`config.mk`:
```
export PLATFORM = sky130hd
export DESIGN_NAME = uart_receiver
export DESIGN_NICKNAME = d
export VERILOG_FILES = /design/src/rtl/uart_receiver.sv
export SDC_FILE = /design/constraint.sdc
export NUM_CORES = 1
export LEC_CHECK = 0
export CELL_PAD_IN_SITES_DETAIL_PLACEMENT = 2
export CELL_PAD_IN_SITES_GLOBAL_PLACEMENT = 2
export CORE_MARGIN = 4
export CORE_UTILIZATION = 35
export DETAILED_ROUTE_END_ITERATION = 12
export PLACE_DENSITY = 0.76
export SKIP_CTS_REPAIR_TIMING = 1
export SYNTH_ARGS = -nofsm -noshare
export SYNTH_HDL_FRONTEND = slang
export SYNTH_SLANG_ARGS = --single-unit
```
`constraint.sdc`:
```
create_clock -name Clock -period 2 [get_ports Clock]
set_input_delay 0.4 -clock Clock [delete_from_list [all_inputs] [get_ports Clock]]
set_output_delay 0.4 -clock Clock [all_outputs]
set_load 0.01 [all_outputs]
```
`src/rtl/uart_receiver.sv`:
```
// rtl/uart_receiver.sv - 8N1 serial receiver with one-entry byte buffer and sticky error flags
//
// Ports:
//   Clock      - system clock, rising edge
//   Reset      - synchronous active-low reset
//   Rxd        - asynchronous serial line, idle high
//   DataRead   - one-cycle pulse: consumer has taken RxData
//   ErrorClear - one-cycle pulse: clear FrameError and Overrun
//   RxData     - last accepted byte
//   DataValid  - RxData holds an unread byte
//   FrameError - sticky: a stop bit was sampled low
//   Overrun    - sticky: a byte was dropped because the buffer was full
module uart_receiver #(
    parameter int CLOCK_FREQ = 50_000_000,
    parameter int BAUD_RATE  = 115200
) (
    input  logic       Clock,
    input  logic       Reset,
    input  logic       Rxd,
    input  logic       DataRead,
    input  logic       ErrorClear,
    output logic [7:0] RxData,
    output logic       DataValid,
    output logic       FrameError,
    output logic       Overrun
);

    localparam int DIV = CLOCK_FREQ / BAUD_RATE;
    localparam int TW  = (DIV > 1) ? $clog2(DIV) : 1;
    localparam logic [TW-1:0] HALF_LAST = TW'(DIV / 2 - 1);
    localparam logic [TW-1:0] BIT_LAST  = TW'(DIV - 1);

    typedef enum logic [1:0] {
        IDLE  = 2'd0,
        START = 2'd1,
        DATA  = 2'd2,
        STOP  = 2'd3
    } state_t;

    state_t          state;
    logic            rx_meta;
    logic            rxs;
    logic            rx_prev;
    logic [TW-1:0]   timer;
    logic [2:0]      bit_idx;
    logic [7:0]      shift;

    always_ff @(posedge Clock) begin
        if (!Reset) begin
            state      <= IDLE;
            rx_meta    <= 1'b1;
            rxs        <= 1'b1;
            rx_prev    <= 1'b1;
            timer      <= '0;
            bit_idx    <= '0;
            shift      <= '0;
            RxData     <= 8'h00;
            DataValid  <= 1'b0;
            FrameError <= 1'b0;
            Overrun    <= 1'b0;
        end else begin
            rx_meta <= Rxd;
            rxs     <= rx_meta;
            rx_prev <= rxs;

            // Clears come first so that a set later in this block overrides them.
            if (ErrorClear) begin
                FrameError <= 1'b0;
                Overrun    <= 1'b0;
            end
            if (DataRead && DataValid) begin
                DataValid <= 1'b0;
            end

            case (state)
                IDLE: begin
                    // Only a true 1->0 transition starts a frame, so a line
                    // held low (break, or after a framing error) stays idle.
                    if (rx_prev && !rxs) begin
                        state <= START;
                        timer <= '0;
                    end
                end
                START: begin
                    if (timer == HALF_LAST) begin
                        if (rxs) begin
                            state <= IDLE;
                        end else begin
                            state   <= DATA;
                            timer   <= '0;
                            bit_idx <= '0;
                        end
                    end else begin
                        timer <= timer + TW'(1);
                    end
                end
                DATA: begin
                    if (timer == BIT_LAST) begin
                        shift   <= {rxs, shift[7:1]};
                        timer   <= '0;
                        bit_idx <= bit_idx + 3'd1;
                        if (bit_idx == 3'd7) begin
                            state <= STOP;
                        end
                    end else begin
                        timer <= timer + TW'(1);
                    end
                end
                STOP: begin
                    if (timer == BIT_LAST) begin
                        state <= IDLE;
                        timer <= '0;
                        if (!rxs) begin
                            FrameError <= 1'b1;
                        end else if (!DataValid || DataRead) begin
                            // A read in the same cycle frees the slot for the new byte.
                            RxData    <= shift;
                            DataValid <= 1'b1;
                        end else begin
                            Overrun <= 1'b1;
                        end
                    end else begin
                        timer <= timer + TW'(1);
                    end
                end
                default: state <= IDLE;
            endcase
        end
    end

endmodule

```
==> results.ini, run 1 <==
[setup_path]
cpPeakStageDelay_ns = 0.44
timing.critical_path.slowest_stage_cell = a211oi_4
timing.critical_path.from_type = register
reg2reg_slack_ns = 0.15
crit_end_element = register
critical_path.cell_chain = inv_1 -> ha_1 -> nand4b_1 -> or2_2 -> a211oi_4 -> o211a_1
critPathRequiredTime_ns = 2.23
criticalPathCategory = register to register
critPathArrivalTime_ns = 2.08
worstPathMaxFanout = 8

[cts]
htreeDepth = 2
clk-insertion-delay-late_ns = 0.28
clock_path_buffers = 2
cts_buffers = 5
number_of_sinks_handled_by_clock_tree_synthesis = 36
tritoncts = yes
cts.clk_slew.worst_paths_ns = 0.07
clk_root_buffer_cell = clkbuf_8

[placement]
numPlacedInstances = 257
gp_congestion = 0.799
dp_slack_ns = 0.164
port_buffers = 15
dpl-instance-area_um2 = 1980
detailed_place_hpwl_um = 3250

[floorplan]
initial_core_util_pct = 36.1
die_height_um = 78.1
core.rowCount = 25
die_area_um2 = 6090
core_area_um2 = 4750
die_w_um = 78.1
io_pins = 16

[timing]
period_utilization_post_route_pct = 92.5
tightest_slew_ns = 0.601
setup_tns_ns = 0
fmax_mhz = 541
grt_setup_unrepaired = yes
finalMaxSlewViolations = 0
finalHoldWorstSlack_ns = 0.413
finalClockSkew_ns = 0.00482
final_report_setup_violation_count = 0
worst_slack_ns = 0.151
final_hold_viol_count = 0
period_needed_ns = 1.85
max-slew-margin-rel_pct = 58.9

[yosys]
synth_seq_cells = 36
postSynthAreaPerCell_um2 = 9.87
dominant_combinational_cell_family_by_area_after_synthesis = simple AND/OR/NAND/NOR gates
synthXorXnorAreaFrac_pct = 2.04
postSynthNetCount = 184
synth_fa_ha_area_share_pct = 3.64
synth.yosys.seq_area_share_pct = 42.0
post_synth_and_or_nand_nor_area_fraction_pct = 21.5
synth.lib_cells_used.distinct = 42
postSynthCellCount = 174
yosys-mux-area-fraction_pct = 10.5
syn-cell-area_um2 = 1720
fraction_of_the_mapped_netlist_area_in_compound_gates_pct = 16.9
count_of_synthesis_stage_warnings_from_yosys = 0

[cells_and_area]
final_util_pct = 43.4
final_nets = 207
final_common_cell = dfxtp_1
antenna-diode-count = 0
layout.cells.non_filler = 265
flow.area_growth_from_synthesis_pct = 20.2
final_design_area_excluding_fillers_um2 = 2070
layout.cells.most_common_list = 36 x dfxtp_1, 25 x nor2_1, 18 x mux2i_1, 15 x clkdlybuf4s50_1, 9 x buf_4
num-fill-cells = 530
drive_above_1_share_pct = 13.6

[route]
drt_first_iter_violations = 64
vias = 1366
drtPass1Iterations = 4
routed_antenna_nets = 0
via_to_cell_ratio = 5.15
detail_route.wirelength_um = 4350
route.detailed.drc = 0
wl_per_cell_um = 16.4

[power]
total_power_mw = 1.29
power.switching_mw = 0.303
peakVddDrop_mv = 0.406
power_frac_seq_pct = 56.5
power_frac_comb_pct = 4.6
total_leakage_power_nw = 0.815
clockPowerShare_pct = 38.8
fraction_of_power_spent_switching_nets_pct = 23.5
cell_internal_pwr_mw = 0.987
power_density_nw_per_um2 = 624

[hold_path]
worst_hold_path_type = register to register

[global_route]
grt_pass1_vias = 1532
grt_pass1_wl_um = 7350
grt.overflow.total = 0
antenna_found_initial = 0
grt_use_total_pct = 15.2
grt_max_degree = 22

[outcome]
status = completed

[run]
maxCapViolations = 0

==> flip-flops by register name, summed over array words and instances, names as in the netlist, named ones only <==
signal      count
rx_meta         1
Overrun         1
timer           9
RxData          8
bit_idx         3
state           1
rxs             1
shift           8
rx_prev         1
FrameError      1
DataValid       1
==> path summary, 6_finish.rpt <==
check | from | end | cells after the start
max | timer[0] | timer[6] | 6
min | rx_meta | rxs | 1
max reg2reg | timer[0] | timer[6] | 6
min reg2reg | rx_meta | rxs | 1
==> routing by layer <==
metal	up-vias	track usage, %	wire (um)
met5	-	0	0
met4	0	3.15	15
met3	2	3.78	119
met2	16	26.6	2210
met1	673	18.9	2000
li1	675	-	-
==> power by group through the flow <==
stage                     sequential, mW  clock, mW  combinational [mW]
after detailed placement           0.746          0              0.0605
after global routing               0.730      0.566              0.0660
final                              0.729      0.501              0.0599
after CTS                          0.729      0.522              0.0611
after global placement             0.745          0              0.0569
after floorplan                    0.741          0              0.0379
==> cell families (layout without fill, tap and decap cells) <==
family,after synthesis,after routing
buffers and inverters,13,37
adder cells (fa/ha/maj),5,5
flip-flops,36,36
multiplexers,18,18
AO/OA/AOI/OAI,35,35
AND/OR/NAND/NOR,63,63
XOR/XNOR,4,4
==> worst max-delay path, delay by kind of cell (launching register included) <==
| family | cells | cell delay [ns] |
|---|---|---|
| fa+ha+maj | 1 | 0.16 |
| simple gates | 2 | 0.51 |
| flops | 1 | 0.35 |
| compound gates | 2 | 0.66 |
| buf+inv | 1 | 0.11 |
==> cell type report <==
type / instances / area (um2) / area share (%)
clock buffer: 5 / 68.8 / 3.33
clock inverter: 3 / 18.8 / 0.909
inverter: 5 / 18.8 / 0.909
multi-input combinational: 125 / 937 / 45.4
sequential: 36 / 721 / 34.9
tap: 67 / 83.8 / 4.06
timing repair buffer: 24 / 218 / 10.5
==> synthesized netlist by cell type (all sizes together) <==
cell | number | area [um2]
inv | 5 | 18.8
and4bb | 1 | 12.5
or2 | 1 | 6.26
a21boi | 1 | 7.51
a311oi | 1 | 8.76
o41ai | 1 | 8.76
a41oi | 1 | 8.76
nand4bb | 2 | 27.5
a221oi | 2 | 17.5
nor2 | 25 | 93.8
nor2b | 4 | 25.0
and4b | 1 | 11.3
or3 | 1 | 6.26
buf | 5 | 30.0
dfxtp | 36 | 721
a2111oi | 4 | 35.0
nand4 | 2 | 12.5
nand2b | 6 | 37.5
ha | 5 | 62.6
a211oi | 3 | 35.0
nand2 | 7 | 26.3
nand4b | 2 | 32.5
xor2 | 4 | 35.0
a31o | 3 | 26.3
o21a | 5 | 37.5
nor4b | 1 | 8.76
o211a | 6 | 60.1
a22oi | 1 | 7.51
and3 | 2 | 12.5
clkbuf | 3 | 11.3
a21oi | 3 | 15.0
o21ai | 3 | 15.0
mux2i | 18 | 180
nand3 | 6 | 30.0
o21bai | 1 | 7.51
nor3 | 1 | 5.00
nor4 | 1 | 21.3
No activity file was read; power rests on OpenSTA's default activity.
==> run 2, diff against run 1 <==
- CORE_UTILIZATION: 35 -> 36
- HOLD_SLACK_MARGIN: default -> 0.12
- PLACE_DENSITY: 0.76 -> 0.78
==> run 2 against run 1 <==
Effect of this change:
- non-clock buffer count up 4
- largest power group unchanged
- sequential power about the same
- largest cell class unchanged
- clock skew up 0.0014 ns
- critical path depth unchanged
==> results.ini, run 2 (same netlist as run 1, synthesis figures left out) <==
[power]
power_density_nw_per_um2 = 677  ; +8.4%
power.switching_mw = 0.303  ; about the same
cell_internal_pwr_mw = 1.12  ; +13%
power_frac_comb_pct = 4.6  ; about the same
total_leakage_power_nw = 0.842  ; +3.3%
clockPowerShare_pct = 44.2  ; +5.4 points
fraction_of_power_spent_switching_nets_pct = 21.4  ; -2.1 points
power_frac_seq_pct = 51.2  ; -5.3 points
peakVddDrop_mv = 0.380  ; -6.5%

[setup_path]
cpPeakStageDelay_ns = 0.41  ; -0.03 ns
critPathArrivalTime_ns = 2.11  ; +0.03 ns
crit_end_element = register
reg2reg_slack_ns = 0.13  ; -0.02 ns
r2r.worst_path.cells = 6  ; unchanged
timing.critical_path.from_type = register
timing.critical_path.slowest_stage_cell = a211oi_4
critical_path.cell_chain = inv_1 -> ha_1 -> nand4b_1 -> or2_2 -> a211oi_4 -> o211a_1
reg2reg_from = timer[0]
criticalPathCategory = register to register
critPathRequiredTime_ns = 2.24  ; about the same
worstPathMaxFanout = 8  ; unchanged
timing.rr.end = timer[5]

[floorplan]
io_pins = 16  ; unchanged
die_area_um2 = 5940  ; -2.5%
core.rowCount = 24  ; -4.0%
initial_core_util_pct = 38.4  ; +2.3 points
core_area_um2 = 4470  ; -5.9%
die_w_um = 77.1  ; -1.3%
die_height_um = 77.1  ; -1.3%

[cts]
clk_root_buffer_cell = clkbuf_8
clk-insertion-delay-late_ns = 0.29  ; about the same
cts.clk_slew.worst_paths_ns = 0.07  ; about the same
tritoncts = yes
cts_buffers = 5  ; unchanged
clock_path_buffers = 2  ; unchanged
htreeDepth = 2  ; unchanged
number_of_sinks_handled_by_clock_tree_synthesis = 36  ; unchanged

[hold_path]
worst_hold_path_type = register to register
hold_path_end = rxs
worst_hold_path.num_cells = 1  ; unchanged
hold_start = rx_meta

[cells_and_area]
final_util_pct = 46.9  ; +3.4 points
final_common_cell = dfxtp_1
drive_above_1_share_pct = 14.9  ; +1.2 points
antenna-diode-count = 0  ; unchanged
layout.cells.most_common_list = 36 x dfxtp_1, 25 x nor2_1, 18 x mux2i_1, 15 x clkdlybuf4s50_1, 13 x buf_4
largest_register_ffs = 9  ; unchanged
biggestRegsByFlops = timer: 9 flops, RxData: 8 flops, shift: 8 flops
flow.area_growth_from_synthesis_pct = 22.1
final_nets = 211  ; +1.9%
largest-register = timer

[route]
route.detailed.drc = 0  ; unchanged
vias = 1449  ; +6.1%
detail_route.wirelength_um = 4780  ; +10%
routed_antenna_nets = 0  ; unchanged
drtPass1Iterations = 5  ; +1
via_to_cell_ratio = 5.70  ; +11%
drt_first_iter_violations = 73  ; +14%
wl_per_cell_um = 18.8  ; +15%

[timing]
grt_setup_unrepaired = no
finalClockSkew_ns = 0.00625  ; +0.00143 ns
finalMaxSlewViolations = 0  ; unchanged
period_needed_ns = 1.87  ; +0.0209 ns
period_utilization_post_route_pct = 93.5  ; +1.0 points
tightest_slew_ns = 0.631  ; +0.0305 ns
final_hold_viol_count = 0  ; unchanged
max-slew-margin-rel_pct = 56.8  ; -2.1 points
setup_tns_ns = 0  ; unchanged
fmax_mhz = 535  ; -1.1%
final_report_setup_violation_count = 0  ; unchanged

[global_route]
grt.overflow.total = 0  ; unchanged
antenna_found_initial = 0  ; unchanged
grt_pass1_vias = 1632  ; +6.5%
grt_max_degree = 22  ; unchanged
grt_pass1_wl_um = 8380  ; +14%
grt_use_total_pct = 17.9  ; +2.7 points

[placement]
detailed_place_hpwl_um = 3540  ; +8.9%
port_buffers = 15  ; unchanged
gp_congestion = 0.815  ; +2.0%

[outcome]
status = completed

[run]
maxCapViolations = 0  ; unchanged

## run 2: cell type report
type                    count  area, um2
well taps                  52       65.1
fillers                   479       2380
inverters                   5       18.8
flip-flops and latches     36        721
multi-input cells         125        938
clock buffers               6       72.6
clock inverters             2       35.0
repair buffers             28        248
## run 2: power by group through the flow
stage,Sequential [mW],Clock (mW),Combinational (mW)
CTS,0.727,0.648,0.0663
global route,0.728,0.695,0.0737
detailed placement,0.744,0,0.0650
global placement,0.743,0,0.0620
finish,0.727,0.627,0.0658
floorplan,0.741,0,0.0379
## run 2: layer usage
metal	global-route usage [%]	wire length, um	up-vias
met2	30.5	2370	26
li1	-	-	683
met5	0	0	-
met3	5.04	181	7
met1	22.5	2190	733
met4	3.74	48	0
## run 2: worst max-delay path by stage
stage          startpoint         to  slack, ns
6_report         timer[0]   timer[5]       0.13
5_1_grt          timer[0]   timer[5]      0.004
4_1_cts          timer[0]   timer[1]       0.08
3_5_place_dp     timer[0]   timer[5]       0.18
3_3_place_gp     DataRead  RxData[4]       0.24
2_1_floorplan    timer[1]  RxData[0]       0.31
## run 2: critical path: cells and delay by family, from the launching register on
| family | cells | cell delay [ns] |
|---|---|---|
| AO/OA/AOI/OAI | 2 | 0.64 |
| adder cells (fa/ha/maj) | 1 | 0.17 |
| buffers and inverters | 1 | 0.13 |
| flip-flops | 1 | 0.36 |
| AND/OR/NAND/NOR | 2 | 0.52 |
## run 2: per-stage QoR
| stage | cell area [um2] | power [mW] | hold WS [ns] | setup WS, ns | std cells |
|---|---|---|---|---|---|
| 3_3_place_gp | 1990 | 0.805 | 0.395 | 0.235 | 246 |
| 4_1_cts | 2100 | 1.44 | 0.418 | 0.0767 | 254 |
| 2_1_floorplan | 1720 | 0.779 | 0.386 | 0.314 | 174 |
| 6_report | 2100 | 1.42 | 0.415 | 0.130 | 254 |
| 5_1_grt | 2100 | 1.50 | 0.447 | 0.00382 | 254 |
| 3_5_place_dp | 1990 | 0.809 | 0.402 | 0.177 | 246 |
